File: src/rtl/signmag_divrem_seq_pkg.sv
// Shared definitions for the sign-magnitude divide/remainder sequencer:
// default operand width, FSM state encodings and the sign-bit position helper.
package signmag_divrem_seq_pkg;

    localparam int DEFAULT_WIDTH = 3;

    localparam logic [1:0] ST_IDLE = 2'd0;
    localparam logic [1:0] ST_CALC = 2'd1;
    localparam logic [1:0] ST_DONE = 2'd2;

    // Sign bit index of a sign-magnitude word; the magnitude sits below it.
    function automatic int sign_bit(input int width);
        return width - 1;
    endfunction

endpackage

File: src/rtl/signmag_divrem_seq_divrem_step.sv
// One combinational restoring-division step: shift the next dividend bit
// into the partial remainder, trial-subtract the divisor and keep the
// difference only when it does not go negative.
module divrem_step #(
    parameter int M = 2
) (
    input  logic [M:0]   i_r,
    input  logic         i_q_msb,
    input  logic [M-1:0] i_d,
    output logic [M:0]   o_r_next,
    output logic         o_q_bit
);

    logic [M:0]   w_shifted;
    logic [M+1:0] w_trial;

    // The trial is one bit wider than the remainder so its top bit is a
    // clean borrow flag regardless of the remainder's upper bit.
    assign w_shifted = {i_r[M-1:0], i_q_msb};
    assign w_trial   = {i_r, i_q_msb} - {2'b00, i_d};
    assign o_q_bit   = ~w_trial[M+1];
    assign o_r_next  = o_q_bit ? w_trial[M:0] : w_shifted;

endmodule

File: src/rtl/signmag_divrem_seq.sv
// Multi-cycle sign-magnitude divide/remainder sequencer. A start in IDLE
// latches the operands; CALC retires one quotient bit per clock; results
// are registered on entry to DONE and o_done pulses the following cycle.
module signmag_divrem_seq
    import signmag_divrem_seq_pkg::*;
#(
    parameter int WIDTH = DEFAULT_WIDTH
) (
    input  logic             i_clk,
    input  logic             i_rst,
    input  logic             i_start,
    input  logic [WIDTH-1:0] i_A,
    input  logic [WIDTH-1:0] i_B,
    output logic             o_busy,
    output logic             o_done,
    output logic [WIDTH-1:0] o_quo,
    output logic [WIDTH-1:0] o_rem,
    output logic             o_DZ,
    output logic             o_Z,
    output logic             o_SF
);

    localparam int M  = WIDTH - 1;
    localparam int SB = sign_bit(WIDTH);
    localparam int CW = $clog2(M + 1);

    logic [1:0]       r_state;
    logic [CW-1:0]    r_cnt;
    logic [M:0]       r_r;
    logic [M-1:0]     r_q;
    logic [M-1:0]     r_d;
    logic             r_sign_a;
    logic             r_sign_b;
    logic [WIDTH-1:0] r_quo;
    logic [WIDTH-1:0] r_rem;
    logic             r_dz;
    logic             r_z;
    logic             r_done;

    logic [M:0]       w_r_next;
    logic             w_q_bit;
    logic [M-1:0]     w_q_next;
    logic             w_q_sign;
    logic [M-1:0]     w_b_mag;

    divrem_step #(
        .M (M)
    ) u_step (
        .i_r      (r_r),
        .i_q_msb  (r_q[M-1]),
        .i_d      (r_d),
        .o_r_next (w_r_next),
        .o_q_bit  (w_q_bit)
    );

    assign w_q_next = {r_q[M-2:0], w_q_bit};
    // A zero quotient is always reported as +0.
    assign w_q_sign = (w_q_next != '0) & (r_sign_a ^ r_sign_b);
    assign w_b_mag  = i_B[M-1:0];

    // FSM, restoring datapath and result registers.
    always_ff @(posedge i_clk) begin
        // NOTE: every register here, datapath included, is cleared by reset so
        // an aborted operation leaves no stale partial state or results behind.
        if (i_rst) begin
            r_state  <= ST_IDLE;
            r_cnt    <= '0;
            r_r      <= '0;
            r_q      <= '0;
            r_d      <= '0;
            r_sign_a <= 1'b0;
            r_sign_b <= 1'b0;
            r_quo    <= '0;
            r_rem    <= '0;
            r_dz     <= 1'b0;
            r_z      <= 1'b0;
            r_done   <= 1'b0;
        end else begin
            // NOTE: non-blocking assignments keep every register reading the
            // pre-edge value of its neighbours, independent of statement order.
            r_done <= (r_state == ST_DONE);
            case (r_state)
                ST_IDLE: begin
                    if (i_start) begin
                        r_sign_a <= i_A[SB];
                        r_sign_b <= i_B[SB];
                        r_q      <= i_A[M-1:0];
                        r_d      <= w_b_mag;
                        r_r      <= '0;
                        r_cnt    <= '0;
                        if (w_b_mag == '0) begin
                            // Divide by zero: dividend passes through as remainder.
                            r_quo   <= '0;
                            r_rem   <= i_A;
                            r_z     <= (i_A[M-1:0] == '0);
                            r_dz    <= 1'b1;
                            r_state <= ST_DONE;
                        end else begin
                            r_state <= ST_CALC;
                        end
                    end
                end
                ST_CALC: begin
                    r_r   <= w_r_next;
                    r_q   <= w_q_next;
                    r_cnt <= r_cnt + 1'b1;
                    if (r_cnt == CW'(M - 1)) begin
                        // Last step: capture results straight from the step output.
                        r_quo   <= {w_q_sign, w_q_next};
                        r_rem   <= {r_sign_a, w_r_next[M-1:0]};
                        r_z     <= (w_r_next[M-1:0] == '0);
                        r_dz    <= 1'b0;
                        r_state <= ST_DONE;
                    end
                end
                ST_DONE: begin
                    r_state <= ST_IDLE;
                end
                // NOTE: the unused encoding recovers to IDLE rather than locking up.
                default: begin
                    r_state <= ST_IDLE;
                end
            endcase
        end
    end

    assign o_busy = (r_state != ST_IDLE);
    assign o_done = r_done;
    assign o_quo  = r_quo;
    assign o_rem  = r_rem;
    assign o_DZ   = r_dz;
    assign o_Z    = r_z;
    assign o_SF   = r_rem[SB];

endmodule
File: config.mk
export PLATFORM = sky130hd
export DESIGN_NAME = signmag_divrem_seq
export DESIGN_NICKNAME = d
export VERILOG_FILES = /design/src/rtl/signmag_divrem_seq_pkg.sv /design/src/rtl/signmag_divrem_seq_divrem_step.sv /design/src/rtl/signmag_divrem_seq.sv
export SDC_FILE = /design/constraint.sdc
export NUM_CORES = 1
export LEC_CHECK = 0
export CAP_MARGIN = 20
export CORE_MARGIN = 5
export CORE_UTILIZATION = 27
export DETAILED_ROUTE_END_ITERATION = 7
export PLACE_DENSITY = 0.49
export SYNTH_ARGS = -nofsm -noshare
export SYNTH_HDL_FRONTEND = slang
export SYNTH_SLANG_ARGS = --single-unit
File: constraint.sdc
create_clock -name i_clk -period 3.5 [get_ports i_clk]
set_input_delay 0.875 -clock i_clk [delete_from_list [all_inputs] [get_ports i_clk]]
set_output_delay 0.875 -clock i_clk [all_outputs]
set_load 0.005 [all_outputs]
==> summary.txt <==
Run status
  • Run status: complete, no violations

Power
  • Power Density: around 410 nW/um2
  • Worst VDD drop: roughly 0.16 mV
  • LEAKAGE: around 0.51 nW
  • Total power: 0.597 mW

Setup path
  • CP max stage delay: 0.56 ns
  • Reg2Reg Capture Point: o_rem[1]
  • Crit path kind: in -> reg
  • Critical path's top delay family: compound AO/OA/AOI/OAI gates
  • Crit. Startpoint: i_start
  • Worst R2R Path Depth: 7
  • Startpoint Class: input port
  • Reg-to-reg slack, setup: ~1.4 ns
  • CP Depth: 5
  • CP endpoint kind: register
  • Reg2Reg Launch Point: r_q[1]
  • Number of buffers and inverters on the critical path: 1
  • Critical Path Fanout Max: 11
  • Worst EP required: about 3.7 ns
  • Worst setup path end: o_rem[1]
  • Crit-path slowest cell: clkdlybuf4s50_1
  • Critical path, cell by cell: clkdlybuf4s50_1 -> or4b_4 -> a21oi_2 -> nor2_1 -> a311oi_2
  • Crit path DAT: between 2 and 3 ns

STA
  • Crit path time final: 2.53 ns
  • Clock Skew: around 0.0017 ns
  • Worst-margin pin slew: about 0.67 ns
  • Final hold viol count: 0
  • Setup TNS: 0 ns
  • Max Fclk: 396 MHz
  • Slew headroom: 55.1%
  • Final setup vio count: 0
  • Slew Viols, Final: 0
  • RSZ-0062 raised after global routing: false
  • Final period util: between 70% and 80%

Logic synthesis
  • Syn nets: ~150
  • Synth Instances: about 140
  • Unique cell type count in the Yosys netlist: 38
  • Ys Warns: 0
  • Mean Syn Cell Area: approximately 8.6 um2
  • EDFF count, synth: 0
  • Post-synthesis sequential area ratio: between 30% and 40%
  • Yosys reg bits: 22
  • Top FF cell, synth: dfxtp_1
  • FFs w/ async S/R, synth: 0%
  • Cell area after synthesis: roughly 1200 um2

GRT
  • Largest net degree at the start of global routing: 18
  • Gr usage total: around a tenth
  • Vias in the first global route: about 1,000
  • Initial antenna violation count: 0
  • Global route overflow: 0
  • First-pass GRT wire length: 4.84 mm

Layout
  • Post-layout net count: between 150 and 200
  • ANT cells: 0
  • Register Area: approximately 440 um2
  • Commonest non-fill, non-tap cell in the layout: dfxtp_1
  • Share of post-route cells with drive strength above 1: ~11%
  • Area occupied by multi-input gates: slightly below 700 um2
  • Fin util: about a third
  • Layout area overhead: 22.5%
  • FILL cells: 457
  • Highest-count cells in the layout ignoring fill and taps: 22 x dfxtp_1, 21 x nor2_1, 19 x clkdlybuf4s50_1, 12 x nand2_1

Floorplanning
  • Rows: 24
  • IO Count: 20
  • Initial Utilization: around 28%
  • CORE AREA: 4290 um2
  • Die Height: roughly 76 um
  • DIE AREA: 5810 um2
  • Die width: 76.2 um

Drt
  • Drc violations: 0
  • 1st-iter DRT viols: 79
  • Via density: ~4.9
  • Vias: about 1,000
  • Antenna-violating nets left: 0
  • Wire length per cell: approximately 14 um
  • Drt pass-1 iters: 4
  • Routed wire length: 2.80 mm

CTS
  • CTS tree: done
  • Resized cells post-CTS: 0
  • Total CTS buffers: 3
  • Post-CTS Setup Bufs: 0
  • Clk_lat worst skew: roughly 0.26 ns
  • CTS max path bufs: 2
  • Worst-path clk slew: 0.08 ns
  • Root buf cell: clkbuf_8
  • H-tree depth: 1
  • CTS Hold Bufs: 0
  • Sink Count: 22

Placed design
  • I/O Buffers: 19
  • DPL Wire Length: 2.11 mm
  • GPL Wtd Cong: 0.721

Flow run
  • Max cap viols: 0

Hold path
  • Hold Crit Class: reg -> reg
-- report_power, final --
part	switching, mW	total (mW)	internal, mW
clock	0.0813	0.181	0.100
sequential	0.0153	0.281	0.265
combinational	0.0691	0.135	0.0654
total	0.166	0.597	0.431
-- Yosys cell counts (2+ instances only) --
library cell / n / share of area, %
ha_1: 3 / 3.2
mux2i_1: 4 / 3.4
clkbuf_1: 2 / 0.63
o21bai_1: 2 / 1.3
buf_6: 2 / 1.9
inv_1: 5 / 1.6
a21oi_1: 8 / 3.4
nand2_1: 12 / 3.8
o21ai_0: 2 / 0.85
o21a_1: 2 / 1.3
nor3_1: 3 / 1.3
a31oi_1: 2 / 1.1
nor3b_1: 2 / 1.3
a2111oi_0: 2 / 1.5
dfxtp_1: 22 / 37
nor2_1: 21 / 6.7
a221oi_1: 3 / 2.2
nor2b_1: 5 / 2.6
nand2b_1: 8 / 4.2
or2_2: 5 / 2.6
buf_2: 2 / 0.85
a211oi_1: 3 / 1.9
a311oi_2: 3 / 3.8
-- how the worst min path moves through the flow --
stage              from  endpoint  slack, ns  depth (start not counted)
4_1_cts        o_quo[1]  o_quo[1]       0.48                          2
3_5_place_dp   o_quo[1]  o_quo[1]       0.46                          2
6_report       o_quo[1]  o_quo[1]       0.48                          2
3_3_place_gp   o_quo[1]  o_quo[1]       0.46                          2
5_1_grt        o_quo[1]  o_quo[1]       0.51                          2
2_1_floorplan  r_cnt[1]  r_cnt[1]       0.45                          2
-- cell type report --
type / instances / share of cell area (%)
Clock buffer: 4 / 3.80
Tap cell: 52 / 4.49
Multi-Input combinational cell: 103 / 46.4
Sequential cell: 22 / 30.4
Timing Repair Buffer: 20 / 13.6
Inverter: 5 / 1.29
-- stage by stage --
stage	std cells	instance area (um2)	hold slack [ns]	setup slack, ns
floorplan	138	1180	0.454	1.46
global placement	202	1400	0.458	0.712
detailed placement	202	1400	0.465	0.676
CTS	206	1450	0.479	0.943
global route	206	1450	0.513	0.820
finish	206	1450	0.477	0.972
-- worst register-to-register path, stage by stage, from the launching register on --
cell      delay, ns
dfxtp_1        0.38
inv_1          0.09
ha_1           0.22
fa_1           0.48
or2_2          0.30
a221oi_1       0.25
nor2_1         0.13
a311oi_2       0.20
-- cell families after synthesis --
kind of cell | after synthesis | synth area share (%)
AND/OR/NAND/NOR | 60 | 25.8
AO/OA/AOI/OAI | 34 | 22.1
flip-flops | 22 | 37.2
buffers and inverters | 13 | 5.92
multiplexers | 4 | 3.38
adder cells (fa/ha/maj) | 4 | 4.86
XOR/XNOR | 1 | 0.740
-- registers in the layout, summed over array words and instances (netlist names) --
| register | flops |
|---|---|
| o_quo | 3 |
| o_rem | 3 |
| r_r | 3 |
| r_cnt | 2 |
| r_d | 2 |
| r_q | 2 |
| r_state | 2 |
| o_DZ | 1 |
| o_Z | 1 |
| o_done | 1 |
| r_sign_a | 1 |
| r_sign_b | 1 |
-- layer usage --
| metal | share of wire [%] | global-route usage [%] | up-vias |
|---|---|---|---|
| li1 | - | - | 513 |
| met1 | 50 | 13.3 | 477 |
| met2 | 44 | 15.7 | 27 |
| met3 | 5.7 | 2.96 | 2 |
| met4 | 0.89 | 2.80 | 0 |
| met5 | 0 | 0 | - |
No activity file was read; power rests on OpenSTA's default activity.
